$ cat config.mk
export PLATFORM = sky130hd
export DESIGN_NAME = button_bank
export DESIGN_NICKNAME = d
export VERILOG_FILES = /design/src/rtl/button_bank.sv
export SDC_FILE = /design/constraint.sdc
export NUM_CORES = 1
export LEC_CHECK = 0
export ABC_AREA = 1
export CORE_MARGIN = 3
export CORE_UTILIZATION = 40
export DETAILED_ROUTE_END_ITERATION = 7
export HOLD_SLACK_MARGIN = 0.06
export PLACE_DENSITY = 0.6
export SYNTH_ARGS = -nofsm -noshare
export SYNTH_HDL_FRONTEND = slang
export SYNTH_SLANG_ARGS = --single-unit
$ cat constraint.sdc
create_clock -name clk -period 3.75 [get_ports clk]
set_input_delay 0.9375 -clock clk [delete_from_list [all_inputs] [get_ports clk]]
set_output_delay 0.9375 -clock clk [all_outputs]
set_load 0.05 [all_outputs]
$ cat src/rtl/button_bank.sv
`default_nettype none
// ============================================================================
// Module   : button_bank
// Purpose  : N-channel button conditioner: sync, debounce, press/release,
//            long-press and optional auto-repeat (macro BUTTON_BANK_REPEAT_EN).
//            'release' and 'repeat' are reserved words, so those outputs are
//            named release_pulse and repeat_pulse.
// Revision : 1.0 - initial release
// ============================================================================
module button_bank #(
    parameter int N_CH       = 4,
    parameter int CLK_FREQ   = 50_000_000,
    parameter int STABLE_MS  = 10,
    parameter int LONG_MS    = 1000,
    parameter bit ACTIVE_LOW = 1'b0
`ifdef BUTTON_BANK_REPEAT_EN
    ,
    parameter int REPEAT_MS  = 200
`endif
) (
    input  logic            clk,
    input  logic            rst_n,
    input  logic [N_CH-1:0] btn_raw,
    output logic [N_CH-1:0] btn_level,
    output logic [N_CH-1:0] press,
    output logic [N_CH-1:0] release_pulse,
    output logic [N_CH-1:0] long_press,
    output logic [N_CH-1:0] repeat_pulse
);

    localparam int c_STABLE_CYC = (CLK_FREQ / 1000) * STABLE_MS;
    localparam int c_LONG_CYC   = (CLK_FREQ / 1000) * LONG_MS;
    localparam int c_DB_W       = $clog2(c_STABLE_CYC) + 1;
    localparam int c_HOLD_W     = $clog2(c_LONG_CYC) + 1;

    localparam logic [c_DB_W-1:0]   c_DB_LAST   = c_DB_W'(c_STABLE_CYC - 1);
    localparam logic [c_HOLD_W-1:0] c_HOLD_MAX  = c_HOLD_W'(c_LONG_CYC);
    localparam logic [c_HOLD_W-1:0] c_HOLD_LAST = c_HOLD_W'(c_LONG_CYC - 1);
    localparam logic                c_IDLE      = ACTIVE_LOW;

`ifdef BUTTON_BANK_REPEAT_EN
    localparam int c_REPEAT_CYC = (CLK_FREQ / 1000) * REPEAT_MS;
    localparam int c_REP_W      = $clog2(c_REPEAT_CYC) + 1;
    localparam logic [c_REP_W-1:0] c_REP_LAST = c_REP_W'(c_REPEAT_CYC - 1);
`endif

    for (genvar i = 0; i < N_CH; i++) begin : g_ch
        logic                r_sync1_q, r_sync2_q;
        logic                r_level_q, w_level_d;
        logic                r_press_q, w_press_d;
        logic                r_release_q, w_release_d;
        logic                r_long_q, w_long_d;
        logic [c_DB_W-1:0]   r_db_cnt_q, w_db_cnt_d;
        logic [c_HOLD_W-1:0] r_hold_q, w_hold_d;
        logic                w_s, w_held;

        assign w_s = r_sync2_q ^ ACTIVE_LOW;

        always_comb begin
            w_level_d  = r_level_q;
            w_db_cnt_d = '0;
            if (w_s != r_level_q) begin
                if (r_db_cnt_q == c_DB_LAST) begin
                    w_level_d = w_s;
                end else begin
                    w_db_cnt_d = r_db_cnt_q + 1'b1;
                end
            end
            w_press_d   = w_level_d & ~r_level_q;
            w_release_d = ~w_level_d & r_level_q;
            // A hold only advances while the level stays high across the edge
            w_held      = w_level_d & r_level_q;
            w_hold_d    = r_hold_q;
            if (w_press_d) begin
                w_hold_d = '0;
            end else if (w_held && (r_hold_q != c_HOLD_MAX)) begin
                w_hold_d = r_hold_q + 1'b1;
            end
            w_long_d = w_held && (r_hold_q == c_HOLD_LAST);
        end

        always_ff @(posedge clk or negedge rst_n) begin
            if (!rst_n) begin
                r_sync1_q   <= c_IDLE;
                r_sync2_q   <= c_IDLE;
                r_level_q   <= 1'b0;
                r_press_q   <= 1'b0;
                r_release_q <= 1'b0;
                r_long_q    <= 1'b0;
                r_db_cnt_q  <= '0;
                r_hold_q    <= '0;
            end else begin
                r_sync1_q   <= btn_raw[i];
                r_sync2_q   <= r_sync1_q;
                r_level_q   <= w_level_d;
                r_press_q   <= w_press_d;
                r_release_q <= w_release_d;
                r_long_q    <= w_long_d;
                r_db_cnt_q  <= w_db_cnt_d;
                r_hold_q    <= w_hold_d;
            end
        end

        assign btn_level[i]     = r_level_q;
        assign press[i]         = r_press_q;
        assign release_pulse[i] = r_release_q;
        assign long_press[i]    = r_long_q;

`ifdef BUTTON_BANK_REPEAT_EN
        logic               r_rep_act_q, w_rep_act_d;
        logic [c_REP_W-1:0] r_rep_cnt_q, w_rep_cnt_d;
        logic               r_rep_q, w_rep_d;

        always_comb begin
            w_rep_act_d = r_rep_act_q;
            w_rep_cnt_d = r_rep_cnt_q;
            w_rep_d     = 1'b0;
            if (!w_held) begin
                w_rep_act_d = 1'b0;
                w_rep_cnt_d = '0;
            end else if (w_long_d) begin
                w_rep_act_d = 1'b1;
                w_rep_cnt_d = '0;
            end else if (r_rep_act_q) begin
                if (r_rep_cnt_q == c_REP_LAST) begin
                    w_rep_d     = 1'b1;
                    w_rep_cnt_d = '0;
                end else begin
                    w_rep_cnt_d = r_rep_cnt_q + 1'b1;
                end
            end
        end

        always_ff @(posedge clk or negedge rst_n) begin
            if (!rst_n) begin
                r_rep_act_q <= 1'b0;
                r_rep_cnt_q <= '0;
                r_rep_q     <= 1'b0;
            end else begin
                r_rep_act_q <= w_rep_act_d;
                r_rep_cnt_q <= w_rep_cnt_d;
                r_rep_q     <= w_rep_d;
            end
        end

        assign repeat_pulse[i] = r_rep_q;
`else
        assign repeat_pulse[i] = 1'b0;
`endif
    end

endmodule
`default_nettype wire

==> metrics.txt, run 1 <==
Reg power frac between 40% and 50%; most frequent cells in the layout 790 x nand2_1, 418 x nor2_1, 212 x dfrtp_1; Total Wirelength between 30000 and 40000 µm; DRC Markers 0; worst path required time between 2 and 3 ns; remaining global-route overflow 0; RSZ-0062 raised after global routing no; post-synthesis cell count approximately 2100; drt first-iter violations a little under 800; Max-cap violations 0; TritonRoute pass-1 iters 5; Seq/Total Area, Yosys a little under two fifths; Synth Cell Area between 10000 and 15000 µm²; mux cell area share after synthesis 0%; Power Density between 300 and 400 nW/µm²; outcome finished clean; number of library cell types mapped by synthesis between 40 and 50; Max IR drop VDD ~320 µV; Via Count around 12000; Adder-Cell Fraction of Synth Area roughly 1.1%; Peak Freq about 360 MHz; Comb pwr share 2.2%; fillcell total 3483; die height 192.0 µm; Routed Antenna Nets 0; flip-flop and latch area about 5300 µm²; antenna violations before repair 0; # resized after CTS 0; CTS buffer count 27; Final Slew Violations 0; post-synthesis xor/xnor area fraction 4.618%; Synth Area in Simple Gates 44.07%; largest cells by area after synthesis dfrtp_1 38%, nand2_1 21%, nor2_1 11%, inv_1 5.6%, nand3_1 4.3%; clock share of power 52.2%; Crit path largest cell delay 0.85 ns; HP Class flop to flop; P_sw roughly 0.0011 W; routed len/inst between 10 and 15 µm; relative slew slack between 40% and 50%; Clk Latency, worst-skew pair between 0.5 and 0.6 ns; die area around 37000 µm²; CP arrival 1.85 ns; ys async rst share 100.0%; # rows 67; hold-fix buffers at CTS 0; fin crit period 2.790 ns; Area growth, synth to finish 9.914%; nets@finish approximately 2100; switching share of total power a little over a fifth; critical-path cell list clkdlybuf4s50_1; die width ~190 µm; critical path peak fanout 8; slowest stage cell, crit path clkdlybuf4s50_1; number of global-route vias before repair approximately 12000; worst hold margin ~0.35 ns; flops & latches, synth ~210; CTS tree built; dpl hpwl roughly 23000 µm; Worst-path clk slew around 0.060 ns; Int Pwr around 0.0040 W; Root Buffer clkbuf_16; Tcrit/Tclk final approximately three quarters; dominant synthesized flop cell dfrtp_1; initial core utilization around two fifths; Setup crit end kind primary output; Setup-failing EPs final 0; Slew @ Worst Pin about 0.78 ns; area leader, netlist dfrtp_1; port bufs 21; gr usage total between 15 and 20%; setup bufs post-CTS 0; Final Hold Vio Count 0; global-route wire length before repair 55950 µm; Vias/cell 4.803; Ports 26; LEAKAGE approximately 7.0 nW; CP Buf/Inv Count 1; final setup TNS 0 ns; CTS H-tree lvls 1; CTS sink cnt approximately 210; clk_skew approximately 0.0094 ns; Diodes inserted 0; Max Root-Sink Buffers 3; fraction of post-synthesis cell area in the top cell type by area about two fifths; share of layout cells above drive strength 1 about 5.7%; Mean Syn Cell Area approximately 6.6 µm²; pin count of the biggest net entering global routing between 70 and 80; Post-synth EDFFs 0; multi-input logic area 7332 µm²; most common cell after layout, fill and taps aside nand2_1; Synth Area in Compound Gates 3.082%; gp weighted congestion 0.9199; Synth Warn # 0; Crit path max-delay family buffers and inverters; largest family of logic cells by synthesized area simple AND/OR/NAND/NOR gates; CP Launch Type flop; Placeable Area between 30000 and 40000 µm²; Worst Setup Path Type flop to primary output
[sequential cells by signal, summed over array words and instances (netlist names)]
| signal | flops |
|---|---|
| g_ch.r_db_cnt_q | 80 |
| g_ch.r_hold_q | 108 |
| g_ch.r_release_q | 4 |
| g_ch.r_sync1_q | 4 |
| g_ch.r_long_q | 4 |
| g_ch.r_sync2_q | 4 |
| g_ch.r_press_q | 4 |
| g_ch.r_level_q | 4 |
[cell type report]
class | count | share of cell area, %
Clock inverter | 13 | 0.9867
Tap cell | 448 | 3.684
Inverter | 222 | 5.476
Sequential cell | 212 | 34.86
Timing Repair Buffer | 25 | 1.776
Clock buffer | 35 | 5.032
Multi-Input combinational cell | 1630 | 48.18
[cell families after synthesis]
| logic type | after synthesis |
|---|---|
| adders and majority gates | 12 |
| other | 1 |
| and+or+nand+nor | 1467 |
| xor gates and xnor gates | 73 |
| AOI/OAI and AO/OA | 74 |
| buffers and inverters | 267 |
| DFF | 212 |
[synth_stat cells (all sizes together) (12+ instances only)]
library cell,count
nand3,127
buf,44
a21oi,23
inv,221
nor2,442
nor3,42
ha,12
xor2,54
o21ai,34
xnor2,19
dfrtp,212
nand2,801
nand4,38
[worst register-to-register path, stage by stage (launching register included)]
cell and delay, ns:
dfrtp_1 0.36, ha_1 0.21, nand3_2 0.11, nor2_2 0.17, nand3_2 0.13, nand2_2 0.10, nand3_2 0.60, o21ai_0 0.39
[power by group through the flow]
stage	Combinational, W	Sequential (W)	Clock, W
global placement	0.000114	0.00236	0
global route	0.000130	0.00231	0.00285
finish	0.000110	0.00231	0.00265
detailed placement	0.000115	0.00236	0
CTS	0.000115	0.00231	0.00272
floorplan	0.0000469	0.00235	0
[layer usage]
metal	up-vias	share of wire [%]	global-route usage [%]
met5	-	0	0
met4	0	1.6	3.811
met3	40	3.7	2.135
met2	188	45	28.97
met1	5682	50	25.32
li1	6505	-	-
[per-stage QoR]
stage / power [W] / utilization [%] / setup WS, ns / instance area, µm² / std cells
after global placement: 0.002469 / 42.33 / 1.524 / 14300 / 2537
after CTS: 0.005154 / 45.04 / 0.9349 / 15220 / 2585
final: 0.005074 / 45.04 / 0.9604 / 15220 / 2585
after global routing: 0.005292 / 45.04 / 0.8743 / 15220 / 2585
after detailed placement: 0.002471 / 42.33 / 1.505 / 14300 / 2537
after floorplan: 0.002400 / - / 2.155 / 13860 / 2109
[final timing paths]
kind                                       start                    end  slack, ns  cells after the start
setup / recovery               g_ch[3].r_level_q           btn_level[3]       0.96                      1
setup reg to reg           g_ch[1].r_db_cnt_q[0]    g_ch[1].r_hold_q[4]       1.57                      7
min in group asynchronous                  rst_n  g_ch[3].r_db_cnt_q[6]       0.36                      1
max in group asynchronous                  rst_n  g_ch[2].r_db_cnt_q[3]       2.64                      2
hold reg to reg                g_ch[3].r_sync1_q      g_ch[3].r_sync2_q       0.35                      0
hold / removal                 g_ch[3].r_sync1_q      g_ch[3].r_sync2_q       0.35                      0
No activity file was read; power rests on OpenSTA's default activity.
==> inputs of run 2 (changes only) <==
--- a/config.mk
+++ b/config.mk
@@ -10,7 +10,7 @@
 export CORE_UTILIZATION = 40
 export DETAILED_ROUTE_END_ITERATION = 7
 export HOLD_SLACK_MARGIN = 0.06
-export PLACE_DENSITY = 0.6
+export PLACE_DENSITY = 0.62
 export SYNTH_ARGS = -nofsm -noshare
 export SYNTH_HDL_FRONTEND = slang
 export SYNTH_SLANG_ARGS = --single-unit
==> constraint.sdc (replaced) <==
create_clock -name clk -period 2.45 [get_ports clk]
set_input_delay 0.6125 -clock clk [delete_from_list [all_inputs] [get_ports clk]]
set_output_delay 0.6125 -clock clk [all_outputs]
set_load 0.05 [all_outputs]
==> metrics.txt, run 2 (synthesized netlist as in run 1, its figures left out) <==
CTS H-tree lvls 1 (unchanged); nets@finish 2146 (was 2136); Largest regs g_ch.r_hold_q (108), g_ch.r_db_cnt_q (80) (unchanged); die height 192.0 µm (unchanged); Setup-failing EPs final 0 (unchanged); number of global-route vias before repair 11940 (was 11740); RSZ-0062 raised after global routing no (unchanged); Placeable Area 33780 µm² (unchanged); die area 36880 µm² (unchanged); flip-flop count of the largest register after layout 108 (unchanged); most frequent cells in the layout 790 x nand2_1, 418 x nor2_1, 212 x dfrtp_1 (unchanged); CP Launch Type flop (unchanged); TritonRoute pass-1 iters 5 (unchanged); routed len/inst 12.20 µm (was 12.29 µm); remaining global-route overflow 0 (unchanged); relative slew slack 58.20% (was 47.97%); Layout Cells excl Fill 2596 (was 2585); largest register by flop count g_ch.r_hold_q (unchanged); Power Density 517.2 nW/µm² (was 333.5 nW/µm²); flip-flop and latch area 5305 µm² (unchanged); setup bufs post-CTS 0 (unchanged); critical-path cell list clkdlybuf4s50_1 (unchanged); Tcrit/Tclk final 94.56%; Worst-path clk slew 0.06 ns (about the same); Max Root-Sink Buffers 3 (unchanged); CTS sink cnt 212 (unchanged); pin count of the biggest net entering global routing 53 (was 73); # rows 67 (unchanged); Diodes inserted 0 (unchanged); LEAKAGE 7.084 nW (was 7.000 nW); port bufs 21 (unchanged); Reg power frac 44.6% (was 45.6%); Crit path largest cell delay 0.81 ns (was 0.85 ns); Crit path max-delay family buffers and inverters (unchanged); Peak Freq around 430 MHz; multi-input logic area 7332 µm² (unchanged); final setup TNS 0 ns (unchanged); placed instance count 2546 (was 2537); fillcell total 3398 (was 3483); CTS tree built (unchanged); die width 192.0 µm (unchanged); Max-cap violations 0 (unchanged); Final Slew Violations 0 (unchanged); gr usage total 17.76% (was 17.73%); Max IR drop VDD 511.7 µV (was 315.2 µV); antenna violations before repair 0 (unchanged); CP Buf/Inv Count 1 (unchanged); Comb pwr share 2.2% (about the same); HP Class flop to flop (unchanged); switching share of total power 21.28% (was 21.89%); Vias/cell 4.837 (was 4.803); Via Count 12560 (was 12420); worst path required time 1.84 ns (was 2.81 ns); fin crit period roughly 2.3 ns; Area growth, synth to finish 10.93% (was 9.914%); Slew @ Worst Pin 0.6255 ns (was 0.7796 ns); Total Wirelength 31670 µm (was 31780 µm); Worst Setup Path Type flop to primary output (unchanged); outcome finished clean (unchanged); Routed Antenna Nets 0 (unchanged); clock share of power 53.2% (was 52.2%); Setup crit end kind primary output (unchanged); DRC Markers 0 (unchanged); gp weighted congestion 0.9158 (was 0.9199); slowest stage cell, crit path clkdlybuf4s50_1 (unchanged); most common cell after layout, fill and taps aside nand2_1 (unchanged); Final Hold Vio Count 0 (unchanged); initial core utilization 40.98% (unchanged); drt first-iter violations 898 (was 782); global-route wire length before repair 56070 µm (was 55950 µm); CTS buffer count 27 (unchanged); Ports 26 (unchanged); share of layout cells above drive strength 1 6.099% (was 5.709%); Int Pwr 0.006252 W (was 0.003963 W); Core Util, Final 45.46% (was 45.04%); Clk Latency, worst-skew pair 0.53 ns (about the same); clk_skew 0.01394 ns (was 0.009421 ns); critical path peak fanout 1 (was 8); P_sw 0.001690 W (was 0.001111 W); Root Buffer clkbuf_16 (unchanged); dpl hpwl 23290 µm (was 23050 µm); CP arrival 1.70 ns (was 1.85 ns)
==> run 2: cell types whose count changed in the layout (fill, tap and decap cells not counted), sizes merged <==
| cell | change |
|---|---|
| buf | +9 |
| bufinv | +1 |
| clkbuf | +3 |
| clkdlybuf4s50 | -4 |
| clkinv | -6 |
| clkinvlp | +2 |
| dlygate4sd2 | +4 |
| dlygate4sd3 | +1 |
| inv | +1 |
==> run 2: timing repair <==
action | in CTS | in global routing
endpoints found under the hold margin | 46 | 0
resized for setup | 4 | 0
hold buffers | 1 | 0
endpoints found under the setup margin | 4 | 0
==> run 2: power groups by stage <==
stage	clock [W]	combinational, W	sequential [W]
6_report	0.00422	0.000178	0.00354
5_1_grt	0.00452	0.000210	0.00354
4_1_cts	0.00436	0.000187	0.00354
3_5_place_dp	0	0.000185	0.00360
3_3_place_gp	0	0.000183	0.00360
2_1_floorplan	0	0.0000717	0.00360
==> run 2: area by class of cell <==
type	instances	area share, %
multi-input combinational	1630	47.74
tap	448	3.650
inverter	222	5.426
clock buffer	38	5.190
sequential	212	34.54
timing repair buffer	35	2.314
clock inverter	11	1.132
==> run 2: per-stage QoR <==
stage          hold slack (ns)  power (W)  instance area (µm²)  setup slack (ns)
4_1_cts                 0.3515   0.008090                15360           0.08316
5_1_grt                 0.3568   0.008274                15360           0.08424
3_3_place_gp            0.3336   0.003788                14380            0.4194
6_report                0.3484   0.007943                15360            0.1333
3_5_place_dp            0.3371   0.003789                14380            0.4308
2_1_floorplan           0.3169   0.003674                13860            0.8547
==> run 2: worst paths after layout <==
check,startpoint,endpoint,slack [ns],cells past startpoint
setup / recovery,g_ch[2].r_long_q,long_press[2],0.13,1
hold / removal,g_ch[2].r_sync1_q,g_ch[2].r_sync2_q,0.35,0
setup reg to reg,g_ch[0].r_hold_q[0],g_ch[0].r_hold_q[14],0.42,8
hold reg to reg,g_ch[2].r_sync1_q,g_ch[2].r_sync2_q,0.35,0
max in group asynchronous,rst_n,g_ch[0].r_hold_q[23],1.20,3
min in group asynchronous,rst_n,g_ch[3].r_db_cnt_q[11],0.58,2
==> run 2: layer usage <==
layer  part of all wire (%)  up-vias  GRT usage (%)  routed length, µm
met5                      0        -              0                  0
met4                    1.9        0          3.586                597
met3                    4.0       48          2.373               1281
met2                     46      231          30.02              14430
met1                     49     5747          24.46              15360
li1                       -     6530              -                  -
==> inputs of run 3 (changes only) <==
--- a/config.mk
+++ b/config.mk
@@ -11,6 +11,7 @@
 export DETAILED_ROUTE_END_ITERATION = 7
 export HOLD_SLACK_MARGIN = 0.06
 export PLACE_DENSITY = 0.62
+export SLEW_MARGIN = 20
 export SYNTH_ARGS = -nofsm -noshare
 export SYNTH_HDL_FRONTEND = slang
 export SYNTH_SLANG_ARGS = --single-unit
==> results of run 3 <==
No change in the layout: final DEF, timing and power equal those of run 2.
